==> config.mk <==
export PLATFORM = sky130hd
export DESIGN_NAME = uart_rom_loader
export DESIGN_NICKNAME = d
export VERILOG_FILES = /design/src/rtl/uart_rom_loader_pkg.sv /design/src/rtl/uart_rom_loader_rx.sv /design/src/rtl/uart_rom_loader.sv
export SDC_FILE = /design/constraint.sdc
export NUM_CORES = 1
export LEC_CHECK = 0
export BUFFER_PORTS_ARGS = -buffer_cell sky130_fd_sc_hd__buf_2
export CORE_ASPECT_RATIO = 1.5
export CORE_UTILIZATION = 30
export DETAILED_ROUTE_END_ITERATION = 16
export SETUP_SLACK_MARGIN = 0.5
export SYNTH_ARGS = -nofsm -noshare
export SYNTH_HDL_FRONTEND = slang
export SYNTH_HIERARCHICAL = 1
export SYNTH_SLANG_ARGS = --single-unit
==> constraint.sdc <==
create_clock -name clk -period 2.7 [get_ports clk]
set_input_delay 0.405 -clock clk [delete_from_list [all_inputs] [get_ports clk]]
set_output_delay 0.405 -clock clk [all_outputs]
set_load 0.005 [all_outputs]
==> src/rtl/uart_rom_loader_pkg.sv <==
// Shared encodings for the UART ROM loader: loader FSM states, receiver states,
// and the header length check.
package uart_rom_loader_pkg;

    localparam logic [2:0] LD_LEN_HI  = 3'd0;
    localparam logic [2:0] LD_LEN_LO  = 3'd1;
    localparam logic [2:0] LD_WORD_HI = 3'd2;
    localparam logic [2:0] LD_WORD_LO = 3'd3;
    localparam logic [2:0] LD_WRITE   = 3'd4;
    localparam logic [2:0] LD_DONE    = 3'd5;
    localparam logic [2:0] LD_ERROR   = 3'd6;

    localparam logic [1:0] RX_IDLE  = 2'd0;
    localparam logic [1:0] RX_START = 2'd1;
    localparam logic [1:0] RX_DATA  = 2'd2;
    localparam logic [1:0] RX_STOP  = 2'd3;

    // A full ROM (N == 2^aw) is legal; only strictly larger images are rejected.
    function automatic logic len_oversize(input logic [15:0] n, input int aw);
        return (aw < 16) && ({16'b0, n} > (32'd1 << aw));
    endfunction

endpackage

==> src/rtl/uart_rom_loader_rx.sv <==
// 8N1 UART byte receiver with 2-flop input synchroniser, mid-bit sampling
// and start-bit glitch rejection.
module uart_rx
    import uart_rom_loader_pkg::*;
#(
    parameter int CLKS_PER_BIT = 868
) (
    input  logic       clk,
    input  logic       reset,
    input  logic       rx,
    output logic       byte_valid,
    output logic [7:0] rx_byte,
    output logic       frame_err
);

    localparam int CNT_W = $clog2(CLKS_PER_BIT);
    localparam logic [CNT_W-1:0] HALF_LAST = CNT_W'(CLKS_PER_BIT / 2 - 1);
    localparam logic [CNT_W-1:0] BIT_LAST  = CNT_W'(CLKS_PER_BIT - 1);

    logic             rx_s1, rx_s2;
    logic [1:0]       state;
    logic [CNT_W-1:0] cnt;
    logic [2:0]       bit_idx;
    logic [7:0]       shreg;

    always_ff @(posedge clk) begin
        if (reset) begin
            rx_s1      <= 1'b1;
            rx_s2      <= 1'b1;
            state      <= RX_IDLE;
            cnt        <= '0;
            bit_idx    <= '0;
            shreg      <= '0;
            rx_byte    <= '0;
            byte_valid <= 1'b0;
            frame_err  <= 1'b0;
        end else begin
            rx_s1      <= rx;
            rx_s2      <= rx_s1;
            byte_valid <= 1'b0;
            frame_err  <= 1'b0;
            case (state)
                RX_IDLE: begin
                    cnt <= '0;
                    if (!rx_s2) state <= RX_START;
                end
                RX_START: begin
                    // Re-check mid start bit; a high line here was only a glitch.
                    if (cnt == HALF_LAST) begin
                        cnt     <= '0;
                        bit_idx <= '0;
                        state   <= rx_s2 ? RX_IDLE : RX_DATA;
                    end else begin
                        cnt <= cnt + 1'b1;
                    end
                end
                RX_DATA: begin
                    if (cnt == BIT_LAST) begin
                        cnt     <= '0;
                        shreg   <= {rx_s2, shreg[7:1]};
                        bit_idx <= bit_idx + 1'b1;
                        if (bit_idx == 3'd7) state <= RX_STOP;
                    end else begin
                        cnt <= cnt + 1'b1;
                    end
                end
                default: begin
                    if (cnt == BIT_LAST) begin
                        cnt   <= '0;
                        state <= RX_IDLE;
                        if (rx_s2) begin
                            byte_valid <= 1'b1;
                            rx_byte    <= shreg;
                        end else begin
                            frame_err <= 1'b1;
                        end
                    end else begin
                        cnt <= cnt + 1'b1;
                    end
                end
            endcase
        end
    end

endmodule

==> src/rtl/uart_rom_loader.sv <==
// Boot loader: receives a length-prefixed word image over UART, writes it into
// the instruction ROM and holds the CPU in reset until the image is complete.
module uart_rom_loader
    import uart_rom_loader_pkg::*;
#(
    parameter int CLKS_PER_BIT = 868,
    parameter int ADDR_WIDTH   = 15
) (
    input  logic                  clk,
    input  logic                  reset,
    input  logic                  uart_rx,
    output logic                  rom_we,
    output logic [ADDR_WIDTH-1:0] rom_addr,
    output logic [15:0]           rom_data,
    output logic                  cpu_reset,
    output logic                  done,
    output logic                  error
);

    logic            byte_valid, frame_err;
    logic [7:0]      rx_byte;
    logic [2:0]      state;
    logic [7:0]      len_hi, hi_byte;
    logic [ADDR_WIDTH:0] len, count, count_nxt;
    logic [15:0]     n;

    uart_rx #(.CLKS_PER_BIT(CLKS_PER_BIT)) u_rx (
        .clk        (clk),
        .reset      (reset),
        .rx         (uart_rx),
        .byte_valid (byte_valid),
        .rx_byte    (rx_byte),
        .frame_err  (frame_err)
    );

    assign n         = {len_hi, rx_byte};
    assign count_nxt = count + (ADDR_WIDTH + 1)'(1);

    assign rom_we    = (state == LD_WRITE);
    assign done      = (state == LD_DONE);
    assign error     = (state == LD_ERROR);
    assign cpu_reset = (state != LD_DONE);

    always_ff @(posedge clk) begin
        if (reset) begin
            state    <= LD_LEN_HI;
            len_hi   <= '0;
            hi_byte  <= '0;
            len      <= '0;
            count    <= '0;
            rom_addr <= '0;
            rom_data <= '0;
        end else if (frame_err && state != LD_DONE && state != LD_ERROR) begin
            state <= LD_ERROR;
        end else begin
            case (state)
                LD_LEN_HI: if (byte_valid) begin
                    len_hi <= rx_byte;
                    state  <= LD_LEN_LO;
                end
                LD_LEN_LO: if (byte_valid) begin
                    len <= (ADDR_WIDTH + 1)'(n);
                    if (len_oversize(n, ADDR_WIDTH)) state <= LD_ERROR;
                    else if (n == 16'd0)             state <= LD_DONE;
                    else                             state <= LD_WORD_HI;
                end
                LD_WORD_HI: if (byte_valid) begin
                    hi_byte <= rx_byte;
                    state   <= LD_WORD_LO;
                end
                LD_WORD_LO: if (byte_valid) begin
                    rom_data <= {hi_byte, rx_byte};
                    state    <= LD_WRITE;
                end
                LD_WRITE: begin
                    // Address wraps after a full-size image, but no further write follows.
                    rom_addr <= rom_addr + 1'b1;
                    count    <= count_nxt;
                    state    <= (count_nxt == len) ? LD_DONE : LD_WORD_HI;
                end
                default: state <= state;
            endcase
        end
    end

endmodule

# ---- Word-level counts from Yosys, hierarchy flattened
# Cells that the tools add are included.
# W data, S select, Z words.
dict set report op_classes {
  addsub 4
  order_cmp 1
  n_eq_ne 26
  n_mux 24
  bitwise 3
  reduce_logical 23
}
# cell count
set op_table {}
lappend op_table {{$mux W3} 10}
lappend op_table {{$mux W10} 2}
lappend op_table {{$pmux W10 S2} 1}
lappend op_table {{$reduce_and A3 Y1} 6}
lappend op_table {{$add A16 B1 Y16 const B} 1}
lappend op_table {{$eq A16 B16 Y1} 1}
lappend op_table {{$gt A16 B16 Y1 const B} 1}
lappend op_table {{$logic_not A16 Y1} 1}
lappend op_table {{$add A15 B1 Y15 const B} 1}
lappend op_table {{$pmux W3 S5} 1}
lappend op_table {{$reduce_and A5 Y1} 3}
lappend op_table {{$ne A2 B1 Y1 const B} 7}
lappend op_table {{$eq A3 B3 Y1 const B} 4}
lappend op_table {{$mux W2} 6}
lappend op_table {{$ne A3 B2 Y1 const B} 4}
lappend op_table {{$add A10 B1 Y10 const B} 1}
lappend op_table {{$eq A10 B10 Y1 const B} 1}
lappend op_table {{$eq A10 B9 Y1 const B} 1}
lappend op_table {{$eq A3 B2 Y1 const B} 2}
lappend op_table {{$ne A3 B3 Y1 const B} 2}
lappend op_table {{$pmux W2 S3} 1}
lappend op_table {{$pmux W3 S2} 1}
lappend op_table {{$reduce_bool A6 Y1} 1}
lappend op_table {{$reduce_bool A5 Y1} 1}
lappend op_table {{other kinds (16)} 21}
dict set report word_totals {
  regBits 117
  in_bits 3
  output_inout_bits 35
  elab_cells 98
}

# ---- Depth between registers and ports, before layout
dict set report logic_depth {
  depth_word 6
  depth_mapped 8
  depth_no_buf 7
}

# ---- Cells and area by module
# The synthesis kept the hierarchy.
# module n_inst cells_per_inst area_per_inst_um2 seq_area_each_um2
set modules_own_cells {}
lappend modules_own_cells {uart_rom_loader 1 468 3846.2 1641.6}
lappend modules_own_cells {uart_rx 1 161 1521.5 700.7}

# ---- Worst setup path before layout
# Ideal clock, no wire load.
dict set report synth_path {
  path_kind {register to register}
  from {register count[0]}
  to {register, netlist name state[1]}
  arrival_time_ps 1855
  setup_slack_ps 728
  path_stages_with_launch 7
  path_buffers 0
  period_less_slack_ps 1972
  path_cell_list {dfxtp_1 > ha_1 > nand3_1 > or3_1 > a2111oi_2 > nand4_1 > a22o_1}
}
# item line
set synth_lines {}
lappend synth_lines {{start: declaration} uart_rom_loader.sv:24} ;# logic [ADDR_WIDTH:0] len, count, count_nxt;
lappend synth_lines {{start signal: assignment} uart_rom_loader.sv:78} ;# count <= count_nxt;

==> impl_metrics.xml <==
<?xml version="1.0" encoding="UTF-8"?>
<metrics>
  <group name="global_route">
    <metric name="first_pass_grt_wire_length" unit="um">19800</metric>
    <metric name="antenna_found_initial" unit="">0</metric>
    <metric name="grt_remaining_overflow" unit="">0</metric>
    <metric name="global_route.usage.total" unit="%">13.3</metric>
    <metric name="grt_pass1_vias" unit="">4139</metric>
    <metric name="pin_count_of_the_biggest_net_entering_global_routing" unit="">66</metric>
  </group>
  <group name="yosys">
    <metric name="synth-edff-count" unit="">0</metric>
    <metric name="proportion_of_synthesized_chip_area_in_sequential_cells" unit="%">43.6</metric>
    <metric name="synth_top_area_share" unit="%">43.6</metric>
    <metric name="synth_flop_cell" unit="">dfxtp_1</metric>
    <metric name="synth_cell_type_count" unit="">64</metric>
    <metric name="post_synth.cell_area_avg" unit="sq um">8.53</metric>
    <metric name="ys_seq_elements" unit="">117</metric>
    <metric name="synth-async-reset-ratio" unit="%">0</metric>
    <metric name="synth_nets" unit="">642</metric>
    <metric name="synth_top_cell_by_area" unit="">dfxtp_1</metric>
    <metric name="yosys_warnings" unit="">6</metric>
    <metric name="synth_area_leaders" unit="">dfxtp_1, nand2_1, nor2_1, a21oi_1, xor2_1</metric>
    <metric name="syn_area" unit="sq um">5370</metric>
    <metric name="synth_cells" unit="">629</metric>
  </group>
  <group name="timing">
    <metric name="drv_slew" unit="">0</metric>
    <metric name="fin_crit" unit="ps">2190</metric>
    <metric name="hold_violations" unit="">0</metric>
    <metric name="max_slew.worst_pin.slew" unit="ps">674</metric>
    <metric name="postLayoutSetupSlackWorst" unit="ps">507</metric>
    <metric name="grt_setup_unrepaired" unit="">true</metric>
    <metric name="final.setup_skew" unit="ps">7.84</metric>
    <metric name="setup-violations-final" unit="">0</metric>
    <metric name="clock.fmax" unit="MHz">456</metric>
    <metric name="relSlewSlack" unit="%">55.1</metric>
    <metric name="min_period_over_period" unit="%">81.2</metric>
    <metric name="finalHoldWorstSlack" unit="ps">171</metric>
    <metric name="fin_setup_tns" unit="ps">0</metric>
  </group>
  <group name="clock_tree">
    <metric name="cts.clk_slew.worst_paths" unit="ps">60</metric>
    <metric name="tritoncts" unit="">done</metric>
    <metric name="clock_insertion_delay_worst_skew" unit="ps">410</metric>
    <metric name="cts.sink_count" unit="">117</metric>
    <metric name="holdBufCountCts" unit="">0</metric>
    <metric name="cts_max_level" unit="">4</metric>
    <metric name="total_clock_buffers_created_by_cts" unit="">17</metric>
    <metric name="clockRootBuffer" unit="">clkbuf_16</metric>
    <metric name="max-clock-path-buffers" unit="">2</metric>
  </group>
  <group name="power">
    <metric name="pwr_density_cell" unit="nW/um^2">651</metric>
    <metric name="p_total" unit="mW">4.12</metric>
    <metric name="peakVddDrop" unit="mV">0.290</metric>
    <metric name="total_leakage_power" unit="nW">2.33</metric>
  </group>
  <group name="cells_and_area">
    <metric name="area_growth_synth_to_finish" unit="%">18.0</metric>
    <metric name="insertedDiodeCount" unit="">0</metric>
    <metric name="filler_cell_count" unit="">1801</metric>
    <metric name="fin_nets" unit="">672</metric>
    <metric name="final_core_util" unit="%">36.4</metric>
    <metric name="layout_cells_sized_above_1" unit="%">15.5</metric>
    <metric name="finalInstanceArea" unit="sq um">6330</metric>
    <metric name="final-instance-count-excl-fill" unit="">885</metric>
    <metric name="layout_common_cells" unit="">nand2_1, dfxtp_1, nor2_1</metric>
  </group>
  <group name="floorplanning">
    <metric name="die_x" unit="um">111</metric>
    <metric name="placeableCoreArea" unit="sq um">17400</metric>
    <metric name="floorplan.rows" unit="">59</metric>
    <metric name="die_h" unit="um">166</metric>
    <metric name="starting_density" unit="%">30.8</metric>
    <metric name="number_of_primary_i_o_pins" unit="">38</metric>
    <metric name="die-area" unit="sq um">18400</metric>
  </group>
  <group name="routing">
    <metric name="route.vias.total" unit="">4335</metric>
    <metric name="antenna_violating_nets_post_route" unit="">0</metric>
    <metric name="viasPerCell" unit="">4.90</metric>
    <metric name="dr.pass1.iters" unit="">11</metric>
    <metric name="drc" unit="">2</metric>
    <metric name="first_iter_violations" unit="">156</metric>
    <metric name="routedWlPerCell" unit="um">13.3</metric>
    <metric name="routed_wl" unit="um">11800</metric>
  </group>
  <group name="run_status">
    <metric name="failed_checks" unit="">DRC</metric>
    <metric name="outcome" unit="">finished, violations left</metric>
  </group>
  <group name="placed_design">
    <metric name="numPortBuffers" unit="">37</metric>
    <metric name="place_hpwl" unit="um">8360</metric>
    <metric name="dpl_worst_slack" unit="ps">376</metric>
    <metric name="dp_cells" unit="">853</metric>
    <metric name="gp_congestion" unit="">0.842</metric>
    <metric name="placement.cell_area" unit="sq um">5730</metric>
  </group>
  <group name="worst_setup_path">
    <metric name="critPathSlowestCell" unit="">or3_1</metric>
    <metric name="cp_max_fo" unit="">7</metric>
    <metric name="cp.required" unit="ps">3000</metric>
    <metric name="critical_path_startpoint_category" unit="">flip-flop</metric>
    <metric name="timing.critical_path.to_type" unit="">flip-flop</metric>
    <metric name="critical_setup_path_kind" unit="">flip-flop to flip-flop</metric>
    <metric name="cpPeakStageDelay" unit="ps">410</metric>
    <metric name="critical_path_arrival" unit="ps">2500</metric>
    <metric name="sequence_of_cells_on_the_critical_path" unit="">ha_2 &gt; nand3_1 &gt; or3_1 &gt; a2111oi_4 &gt; nand4_1 &gt; a22o_1</metric>
  </group>
  <group name="run">
    <metric name="cap_viol_max_count" unit="">0</metric>
  </group>
  <group name="min_path">
    <metric name="hp-class" unit="">input pin to flip-flop</metric>
  </group>
</metrics>
[kinds of logic after synthesis]
logic type               share of synthesized area (%)
AO/OA/AOI/OAI                                     11.1
XOR/XNOR                                          8.16
adder cells (fa/ha/maj)                           2.33
buffers and inverters                             3.61
flip-flops                                        43.6
multiplexers                                      4.48
AND/OR/NAND/NOR                                   26.7
[metal layers]
layer  vias to the layer above  routed length (um)  track usage (%)
met5                         -                   0                0
met4                         0                 225             5.99
met3                        13                 366             2.96
met2                        66                6340             24.8
met1                      2033                4850             13.9
li1                       2223                   -                -
[worst max-delay path, delay by kind of cell, from the launching register on]
family,cells,cell delay (ps)
and+or+nand+nor,3,770
adders and majority gates,1,260
DFF,1,390
AOI/OAI and AO/OA,2,660
[sequential cells by signal (all words and copies together) (netlist names), 10 cells and up]
register	flops
count	16
len	16
rom_data	16
rom_addr	15
u_rx/cnt	10
[synthesized netlist by cell type (all sizes together), types with 2 or more instances]
master  count
nand3b      3
o21ai      10
nor4        9
xnor2      21
a32oi       2
buf        13
a21oi      56
clkbuf     20
nand2     115
or3         9
and2        4
mux2i      24
nand4b      2
nor3b       4
and3        9
or2         4
o41ai       2
nand4      14
nand2b      6
ha         10
nor3        7
o211ai      4
dfxtp     117
nor2       78
a21o        3
inv         9
xor2       29
and4        7
nand3      17
[worst paths after layout]
path              startpoint         end  slack, ps  cells past startpoint
hold / removal       uart_rx  u_rx/rx_s1        170                      2
setup reg to reg    count[1]    state[1]        510                      6
hold reg to reg   u_rx/rx_s1  u_rx/rx_s2        410                      1
setup / recovery    count[1]    state[1]        510                      6
[where the power goes]
group,total [mW],switching (mW),internal (mW)
logic,0.166,0.103,0.0624
clock network,2.20,0.896,1.31
registers,1.75,0.0142,1.74
[cell type report]
| cell class | instances | area [sq um] | share of cell area (%) |
|---|---|---|---|
| inverters | 9 | 33.8 | 0.533 |
| clock buffers | 17 | 425 | 6.72 |
| multi-input cells | 470 | 2850 | 45.0 |
| clock inverters | 15 | 158 | 2.49 |
| well taps | 213 | 267 | 4.21 |
| repair buffers | 44 | 253 | 3.99 |
| flip-flops and latches | 117 | 2340 | 37.0 |
[timing repair]
item / in CTS / in global routing
setup buffers: 0 / 0
endpoints found under the setup margin: 3 / 13
resized for setup: 4 / 3
pin swaps: 2 / 0
Power figures use the tool's default switching activity.
